`config.mk`:
```
export PLATFORM = sky130hd
export DESIGN_NAME = axi_ram_wr_if
export DESIGN_NICKNAME = d
export VERILOG_FILES = /design/src/rtl/axi_ram_pkg.sv /design/src/rtl/axi_ram_wr_if.sv
export SDC_FILE = /design/constraint.sdc
export NUM_CORES = 1
export LEC_CHECK = 0
export CAP_MARGIN = 20
export CORE_MARGIN = 10
export CORE_UTILIZATION = 35
export DETAILED_ROUTE_END_ITERATION = 10
export GPL_TIMING_DRIVEN = 1
export PLACE_DENSITY = 0.67
export SYNTH_ARGS = -nofsm -noshare
export SYNTH_HDL_FRONTEND = slang
export SYNTH_SLANG_ARGS = --single-unit
export TNS_END_PERCENT = 20
```
`constraint.sdc`:
```
create_clock -name clk -period 2.4 [get_ports clk]
set_clock_uncertainty 0.1 [all_clocks]
set_input_delay 0.48 -clock clk [delete_from_list [all_inputs] [get_ports clk]]
set_output_delay 0.48 -clock clk [all_outputs]
set_load 0.05 [all_outputs]
```
`src/rtl/axi_ram_pkg.sv`:
```
// Shared definitions for the AXI RAM wrapper front ends (read and write
// interfaces): AXI burst/response encodings and the common FSM state type.
package axi_ram_pkg;

    localparam logic [1:0] BURST_FIXED = 2'b00;
    localparam logic [1:0] BURST_INCR  = 2'b01;
    localparam logic [1:0] BURST_WRAP  = 2'b10;

    localparam logic [1:0] RESP_OKAY   = 2'b00;

    typedef enum logic [0:0] {
        ST_IDLE  = 1'b0,
        ST_BURST = 1'b1
    } axi_ram_state_e;

endpackage

```
`src/rtl/axi_ram_wr_if.sv`:
```
// AXI4 slave write-channel front end for the on-chip AXI RAM.
// Accepts one AW burst at a time, turns each W beat into a registered RAM
// write command (addr/data/strb/last + AW attributes) under a valid/ready
// handshake, and passes RAM write completions straight through to B.
// Ports:
//   clk, rst            clock, synchronous active-high reset
//   s_axi_aw*           AXI write address channel (slave side)
//   s_axi_w*            AXI write data channel (wlast is not used)
//   s_axi_b*            AXI write response channel (pass-through)
//   ram_wr_cmd_*        per-beat RAM write command, en/ready handshake
//   ram_wr_resp_*       RAM write completion, valid/ready handshake
module axi_ram_wr_if
    import axi_ram_pkg::*;
#(
    parameter int DATA_WIDTH    = 32,
    parameter int ADDR_WIDTH    = 16,
    parameter int STRB_WIDTH    = DATA_WIDTH / 8,
    parameter int ID_WIDTH      = 8,
    parameter bit AWUSER_ENABLE = 1'b0,
    parameter int AWUSER_WIDTH  = 1,
    parameter int BUSER_WIDTH   = 1
) (
    input  logic                    clk,
    input  logic                    rst,

    input  logic [ID_WIDTH-1:0]     s_axi_awid,
    input  logic [ADDR_WIDTH-1:0]   s_axi_awaddr,
    input  logic [7:0]              s_axi_awlen,
    input  logic [2:0]              s_axi_awsize,
    input  logic [1:0]              s_axi_awburst,
    input  logic                    s_axi_awlock,
    input  logic [3:0]              s_axi_awcache,
    input  logic [2:0]              s_axi_awprot,
    input  logic [3:0]              s_axi_awqos,
    input  logic [3:0]              s_axi_awregion,
    input  logic [AWUSER_WIDTH-1:0] s_axi_awuser,
    input  logic                    s_axi_awvalid,
    output logic                    s_axi_awready,

    input  logic [DATA_WIDTH-1:0]   s_axi_wdata,
    input  logic [STRB_WIDTH-1:0]   s_axi_wstrb,
    input  logic                    s_axi_wlast,
    input  logic                    s_axi_wvalid,
    output logic                    s_axi_wready,

    output logic [ID_WIDTH-1:0]     s_axi_bid,
    output logic [1:0]              s_axi_bresp,
    output logic [BUSER_WIDTH-1:0]  s_axi_buser,
    output logic                    s_axi_bvalid,
    input  logic                    s_axi_bready,

    output logic [ID_WIDTH-1:0]     ram_wr_cmd_id,
    output logic [ADDR_WIDTH-1:0]   ram_wr_cmd_addr,
    output logic [DATA_WIDTH-1:0]   ram_wr_cmd_data,
    output logic [STRB_WIDTH-1:0]   ram_wr_cmd_strb,
    output logic                    ram_wr_cmd_lock,
    output logic [3:0]              ram_wr_cmd_cache,
    output logic [2:0]              ram_wr_cmd_prot,
    output logic [3:0]              ram_wr_cmd_qos,
    output logic [3:0]              ram_wr_cmd_region,
    output logic [AWUSER_WIDTH-1:0] ram_wr_cmd_auser,
    output logic                    ram_wr_cmd_en,
    output logic                    ram_wr_cmd_last,
    input  logic                    ram_wr_cmd_ready,

    input  logic [ID_WIDTH-1:0]     ram_wr_resp_id,
    input  logic [BUSER_WIDTH-1:0]  ram_wr_resp_user,
    input  logic                    ram_wr_resp_valid,
    output logic                    ram_wr_resp_ready
);

    localparam int unsigned SIZE_MAX = $clog2(STRB_WIDTH);

    // Elaboration-time parameter sanity
    if (STRB_WIDTH * 8 != DATA_WIDTH) begin : g_chk_strb_width
        $error("axi_ram_wr_if: STRB_WIDTH*8 must equal DATA_WIDTH");
    end
    if ((STRB_WIDTH & (STRB_WIDTH - 1)) != 0) begin : g_chk_strb_pow2
        $error("axi_ram_wr_if: STRB_WIDTH must be a power of two");
    end

    // wlast is intentionally ignored: framing comes from awlen alone
    logic unused_wlast;
    assign unused_wlast = s_axi_wlast;

    axi_ram_state_e          state_q, state_d;
    logic                    awready_q, awready_d;
    logic [ID_WIDTH-1:0]     id_q, id_d;
    logic [ADDR_WIDTH-1:0]   addr_q, addr_d;
    logic                    lock_q, lock_d;
    logic [3:0]              cache_q, cache_d;
    logic [2:0]              prot_q, prot_d;
    logic [3:0]              qos_q, qos_d;
    logic [3:0]              region_q, region_d;
    logic [AWUSER_WIDTH-1:0] user_q, user_d;
    logic [7:0]              count_q, count_d;
    logic [2:0]              size_q, size_d;
    logic [1:0]              burst_q, burst_d;

    logic [ID_WIDTH-1:0]     cmd_id_q, cmd_id_d;
    logic [ADDR_WIDTH-1:0]   cmd_addr_q, cmd_addr_d;
    logic [DATA_WIDTH-1:0]   cmd_data_q, cmd_data_d;
    logic [STRB_WIDTH-1:0]   cmd_strb_q, cmd_strb_d;
    logic                    cmd_lock_q, cmd_lock_d;
    logic [3:0]              cmd_cache_q, cmd_cache_d;
    logic [2:0]              cmd_prot_q, cmd_prot_d;
    logic [3:0]              cmd_qos_q, cmd_qos_d;
    logic [3:0]              cmd_region_q, cmd_region_d;
    logic [AWUSER_WIDTH-1:0] cmd_auser_q, cmd_auser_d;
    logic                    cmd_en_q, cmd_en_d;
    logic                    cmd_last_q, cmd_last_d;

    logic                    wready_c;
    logic                    aw_hs_c;
    logic                    w_hs_c;

    // W is accepted only in BURST and only when the cmd register is free
    // or being drained this cycle
    assign wready_c = (state_q == ST_BURST) && (!cmd_en_q || ram_wr_cmd_ready);
    assign aw_hs_c  = s_axi_awvalid && awready_q;
    assign w_hs_c   = s_axi_wvalid && wready_c;

    // Next-state and datapath
    always_comb begin
        state_d      = state_q;
        awready_d    = awready_q;
        id_d         = id_q;
        addr_d       = addr_q;
        lock_d       = lock_q;
        cache_d      = cache_q;
        prot_d       = prot_q;
        qos_d        = qos_q;
        region_d     = region_q;
        user_d       = user_q;
        count_d      = count_q;
        size_d       = size_q;
        burst_d      = burst_q;
        cmd_id_d     = cmd_id_q;
        cmd_addr_d   = cmd_addr_q;
        cmd_data_d   = cmd_data_q;
        cmd_strb_d   = cmd_strb_q;
        cmd_lock_d   = cmd_lock_q;
        cmd_cache_d  = cmd_cache_q;
        cmd_prot_d   = cmd_prot_q;
        cmd_qos_d    = cmd_qos_q;
        cmd_region_d = cmd_region_q;
        cmd_auser_d  = cmd_auser_q;
        cmd_en_d     = cmd_en_q && !ram_wr_cmd_ready;
        cmd_last_d   = cmd_last_q;

        case (state_q)
            ST_IDLE: begin
                awready_d = 1'b1;
                if (aw_hs_c) begin
                    id_d      = s_axi_awid;
                    addr_d    = s_axi_awaddr;
                    lock_d    = s_axi_awlock;
                    cache_d   = s_axi_awcache;
                    prot_d    = s_axi_awprot;
                    qos_d     = s_axi_awqos;
                    region_d  = s_axi_awregion;
                    user_d    = s_axi_awuser;
                    count_d   = s_axi_awlen;
                    // Beats wider than the bus are clamped to the bus width
                    size_d    = (s_axi_awsize > 3'(SIZE_MAX)) ? 3'(SIZE_MAX) : s_axi_awsize;
                    burst_d   = s_axi_awburst;
                    awready_d = 1'b0;
                    state_d   = ST_BURST;
                end
            end
            ST_BURST: begin
                if (w_hs_c) begin
                    cmd_id_d     = id_q;
                    cmd_addr_d   = addr_q;
                    cmd_data_d   = s_axi_wdata;
                    cmd_strb_d   = s_axi_wstrb;
                    cmd_lock_d   = lock_q;
                    cmd_cache_d  = cache_q;
                    cmd_prot_d   = prot_q;
                    cmd_qos_d    = qos_q;
                    cmd_region_d = region_q;
                    cmd_auser_d  = AWUSER_ENABLE ? user_q : '0;
                    cmd_en_d     = 1'b1;
                    cmd_last_d   = (count_q == 8'd0);
                    // WRAP is handled as INCR
                    if (burst_q != BURST_FIXED) begin
                        addr_d = addr_q + (ADDR_WIDTH'(1) << size_q);
                    end
                    count_d = count_q - 8'd1;
                    if (count_q == 8'd0) begin
                        awready_d = 1'b1;
                        state_d   = ST_IDLE;
                    end
                end
            end
            default: begin
                state_d = ST_IDLE;
            end
        endcase
    end

    // State and cmd registers
    always_ff @(posedge clk) begin
        if (rst) begin
            state_q      <= ST_IDLE;
            awready_q    <= 1'b0;
            id_q         <= '0;
            addr_q       <= '0;
            lock_q       <= 1'b0;
            cache_q      <= '0;
            prot_q       <= '0;
            qos_q        <= '0;
            region_q     <= '0;
            user_q       <= '0;
            count_q      <= '0;
            size_q       <= '0;
            burst_q      <= '0;
            cmd_id_q     <= '0;
            cmd_addr_q   <= '0;
            cmd_data_q   <= '0;
            cmd_strb_q   <= '0;
            cmd_lock_q   <= 1'b0;
            cmd_cache_q  <= '0;
            cmd_prot_q   <= '0;
            cmd_qos_q    <= '0;
            cmd_region_q <= '0;
            cmd_auser_q  <= '0;
            cmd_en_q     <= 1'b0;
            cmd_last_q   <= 1'b0;
        end else begin
            state_q      <= state_d;
            awready_q    <= awready_d;
            id_q         <= id_d;
            addr_q       <= addr_d;
            lock_q       <= lock_d;
            cache_q      <= cache_d;
            prot_q       <= prot_d;
            qos_q        <= qos_d;
            region_q     <= region_d;
            user_q       <= user_d;
            count_q      <= count_d;
            size_q       <= size_d;
            burst_q      <= burst_d;
            cmd_id_q     <= cmd_id_d;
            cmd_addr_q   <= cmd_addr_d;
            cmd_data_q   <= cmd_data_d;
            cmd_strb_q   <= cmd_strb_d;
            cmd_lock_q   <= cmd_lock_d;
            cmd_cache_q  <= cmd_cache_d;
            cmd_prot_q   <= cmd_prot_d;
            cmd_qos_q    <= cmd_qos_d;
            cmd_region_q <= cmd_region_d;
            cmd_auser_q  <= cmd_auser_d;
            cmd_en_q     <= cmd_en_d;
            cmd_last_q   <= cmd_last_d;
        end
    end

    assign s_axi_awready     = awready_q;
    assign s_axi_wready      = wready_c;

    assign ram_wr_cmd_id     = cmd_id_q;
    assign ram_wr_cmd_addr   = cmd_addr_q;
    assign ram_wr_cmd_data   = cmd_data_q;
    assign ram_wr_cmd_strb   = cmd_strb_q;
    assign ram_wr_cmd_lock   = cmd_lock_q;
    assign ram_wr_cmd_cache  = cmd_cache_q;
    assign ram_wr_cmd_prot   = cmd_prot_q;
    assign ram_wr_cmd_qos    = cmd_qos_q;
    assign ram_wr_cmd_region = cmd_region_q;
    assign ram_wr_cmd_auser  = cmd_auser_q;
    assign ram_wr_cmd_en     = cmd_en_q;
    assign ram_wr_cmd_last   = cmd_last_q;

    // B channel is a straight pass-through of RAM completions
    assign s_axi_bvalid      = ram_wr_resp_valid;
    assign s_axi_bid         = ram_wr_resp_id;
    assign s_axi_buser       = ram_wr_resp_user;
    assign s_axi_bresp       = RESP_OKAY;
    assign ram_wr_resp_ready = s_axi_bready;

endmodule

```
==> impl_metrics.csv <==
group,metric,value,unit
critical_path,rr_startpoint,"size_q[2]",
synthesis,yosys-top-cells-area,"dfxtp_1 (47%), nand2_1 (16%), a21oi_1 (11%)",
critical_path,critical_path.cell_chain,"buf_4, and3b_1, ha_4, a21o_1, a21oi_1, nand2b_4, a2bb2oi_2, a211o_1, a32o_1",
clocking,cts-htree-levels,4,
global_route,grt_pass1_vias,5201,
synthesis,synth_area,0.005648,mm2
critical_path,slowest_delay,0.36,ns
synthesis,ys_warn_count,0,
pwr,powerDensity,699.3,mW/mm2
route,wirelength,17090,um
route,via_count,5335,
critical_path,cpMaxStageDelayCell,"dfxtp_2",
global_route,grt_max_degree,78,
clocking,cts_hold_buf,0,
critical_path,worst-setup-path-type,"flop to flop",
sta,worst_pin_slew,0.5920,ns
synthesis,ys_async_sr_fraction,0,%
critical_path,cp_max_fo,7,
hold_path,holdPathEnd,"ram_wr_cmd_id[0]",
pwr,switching_share,26.94,%
sta,relSlewSlack,60.41,%
run,cap_violations,0,
synthesis,synthDominantCellAreaShare,47.14,%
critical_path,r2r-end,"addr_q[13]",
cells_and_area,post-route-util,51.91,%
die,die_w,147.0,um
synthesis,synthMuxAreaShare,0.7089,%
hold_path,whs_path_depth,2,
sta,slew_viol_final,0,
sta,finalHoldViolCount,0,
synthesis,yosys.area_share.xor_xnor,0.6203,%
route,ant_nets,0,
clocking,clock_latency,0.41,ns
outcome,status,"complete, no violations",
synthesis,synth-compound-area-share,20.16,%
synthesis,postSynthAreaPerCell,7.801,um2
place,hpwl,12170,um
die,row_count,46,
place,pre_cts_ws,-0.04403,ns
clocking,clk_pin_slew,0.06,ns
synthesis,syn_inst,724,
sta,setup_slack,0.05411,ns
synthesis,synth_top_family_by_area,"simple AND/OR/NAND/NOR gates",
synthesis,synth-main-ff-cell,"dfxtp_1",
die,start_util,35.68,%
pwr,p_int,4197,uW
clocking,clock-sinks,133,
sta,rsz0062_at_grt,"true",
sta,clock.fmax,426.3,MHz
cells_and_area,final_cell_count_no_fill,1109,
die,coreArea,0.01583,mm2
route,post_drt_wl_per_cell,15.41,um
clocking,cts-buffers-inserted,17,
route,first_iter_violations,231,
clocking,root_buffer,"clkbuf_16",
clocking,cts_tree,"yes",
critical_path,rrSetupSlack,0.05,ns
route,vias_per_cell,4.811,
critical_path,startpoint_type,"flop",
sta,setup_viol,0,
critical_path,endpoint_kind,"flop",
route,drc,0,
pwr,p_sw,1548,uW
critical_path,ff2ff_path_depth,9,
critical_path,critPathArrivalTime,2.55,ns
global_route,antenna_found_initial,2,
global_route,grt_pass1_wl,27370,um
route,firstDrtPassIters,4,
synthesis,yosys.area.top_type,"dfxtp_1",
die,die_h,147.0,um
sta,final.period_utilization,97.75,%
synthesis,synth-adder-area-share,2.570,%
place,dp_cells,1076,
hold_path,hold_path_class,"flop to flop",
pwr,pwr-share-comb,14.2,%
pwr,ir_drop,0.4778,mV
synthesis,synth-simple-area-share,22.51,%
global_route,overflow,0,
critical_path,cp.required,2.61,ns
place,placed_cell_area,0.007580,mm2
clocking,cts_max_path_buffers,2,
pwr,clockPowerShare,44.3,%
sta,period_needed,2.346,ns
synthesis,yosysUniqueCellTypes,54,
synthesis,ys_ff_latch,133,
synthesis,seq_area_frac_synth,47.14,%
cells_and_area,final_area,0.008215,mm2
die,die_area,0.02162,mm2
cells_and_area,num_antenna_cells,0,
die,ios,201,
cells_and_area,drive_above_1_share,9.183,%
place,finalWeightedCongestion,0.8084,
hold_path,hp-start,"id_q[0]",
global_route,grt_usage,15.42,%
cells_and_area,nNetsFinal,998,
cells_and_area,syn2layout_area_growth,45.46,%
pwr,seqPwrFrac,41.4,%
synthesis,synth-edff-count,0,
place,portBuffers,173,
pwr,p_leak,0.002915,uW
[final cells by class]
type | instances | area, um2
fillers | 1540 | 7612
multi-input cells | 520 | 2690
flip-flops and latches | 133 | 2669
repair buffers | 202 | 1982
clock buffers | 17 | 425.4
well taps | 216 | 270.3
clock inverters | 15 | 156.4
inverters | 6 | 22.52
[synth_stat cells (all sizes together) (2+ instances only)]
cell type  number
nand2         235
mux2i           4
inv             6
a22oi           2
nor2b           2
and3b           3
dfxtp         133
nand3           7
nor3            2
nand4           6
or2             3
nor4            2
a21oi         126
nand4b          2
clkbuf         34
nor2           26
a31oi           6
o311ai          2
and3            3
nand2b          2
o211ai          3
o31ai           2
xnor2           3
a21o            6
ha             10
or3             3
o22ai           4
a211o           3
o21ai          12
o32ai           2
buf            33
a22o            3
nor3b           3
a211oi         15
and2            4
[metal layers]
layer | GRT usage [%] | part of all wire (%) | vias up
met3 | 8.354 | 10 | 16
met1 | 18.58 | 45 | 2412
met2 | 23.21 | 44 | 159
met5 | 0 | 0.16 | -
met4 | 4.460 | 0.95 | 4
li1 | - | - | 2744
[worst max-delay path by stage]
stage | start | endpoint | slack [ns] | cells after the start
floorplan | size_q[1] | addr_q[8] | 0.04 | 9
global placement | size_q[0] | addr_q[7] | -0.007 | 7
detailed placement | size_q[0] | addr_q[8] | -0.04 | 8
CTS | size_q[2] | addr_q[13] | 0.03 | 9
global route | size_q[1] | addr_q[15] | -0.01 | 10
finish | size_q[2] | addr_q[13] | 0.05 | 9
[what timing repair did]
item / in CTS / in global routing
setup endpoints to repair: 5 / 10
gates resized for setup: 3 / 12
pin swaps: 0 / 1
setup buffers: 0 / 1
[power groups by stage]
stage                     clock [uW]  combinational [uW]  sequential [uW]
after global routing            2740                 898             2390
after CTS                       2610                 822             2380
after detailed placement           0                 819             2430
final                           2550                 818             2380
after floorplan                    0                 443             2500
after global placement             0                 812             2420
[metrics by stage]
stage                     hold WS (ns)    TNS, ns  power (uW)
final                           0.3477          0        5745
after global routing            0.3668   -0.01268        6028
after CTS                       0.3433          0        5807
after detailed placement        0.3428    -0.1012        3245
after global placement          0.3375  -0.006828        3236
after floorplan                 0.3311          0        2942
[layout by cell type, fill, tap and decap left out, types with 3 or more instances in the layout]
cell type,count
a211o_1,3
or3_1,3
nor2_1,25
clkinv_2,3
clkdlybuf4s50_1,171
buf_12,3
inv_6,3
inv_1,5
a21o_1,6
dfxtp_1,130
clkbuf_16,17
a22o_1,3
buf_4,28
and3_1,3
ha_1,9
nand2_1,234
o21ai_0,11
clkinvlp_4,5
mux2i_1,4
conb_1,3
and2_1,3
nand4_1,6
xnor2_1,3
and3b_1,3
nand3_1,7
a21oi_1,124
o22ai_1,4
a31oi_1,5
a211oi_1,14
[cells by family after synthesis]
kind of cell               Yosys count
muxes                                4
and+or+nand+nor                    305
xor gates and xnor gates             4
buffers and inverters               73
adders and majority gates           11
AOI/OAI and AO/OA                  193
other                                1
DFF                                133
[sequential cells by signal, indices dropped and copies added (netlist names), 8 cells and up]
signal,cells
addr_q,16
count_q,8
id_q,8
ram_wr_cmd_addr,16
ram_wr_cmd_data,32
ram_wr_cmd_id,8
[worst max-delay path: cells and delay by family, from the launching register on]
kind	cells	cell delay, ns
and+or+nand+nor	2	0.33
buffers and inverters	1	0.15
adders and majority gates	1	0.31
AOI/OAI and AO/OA	5	0.98
DFF	1	0.36
(Power assumes the default switching activity.)
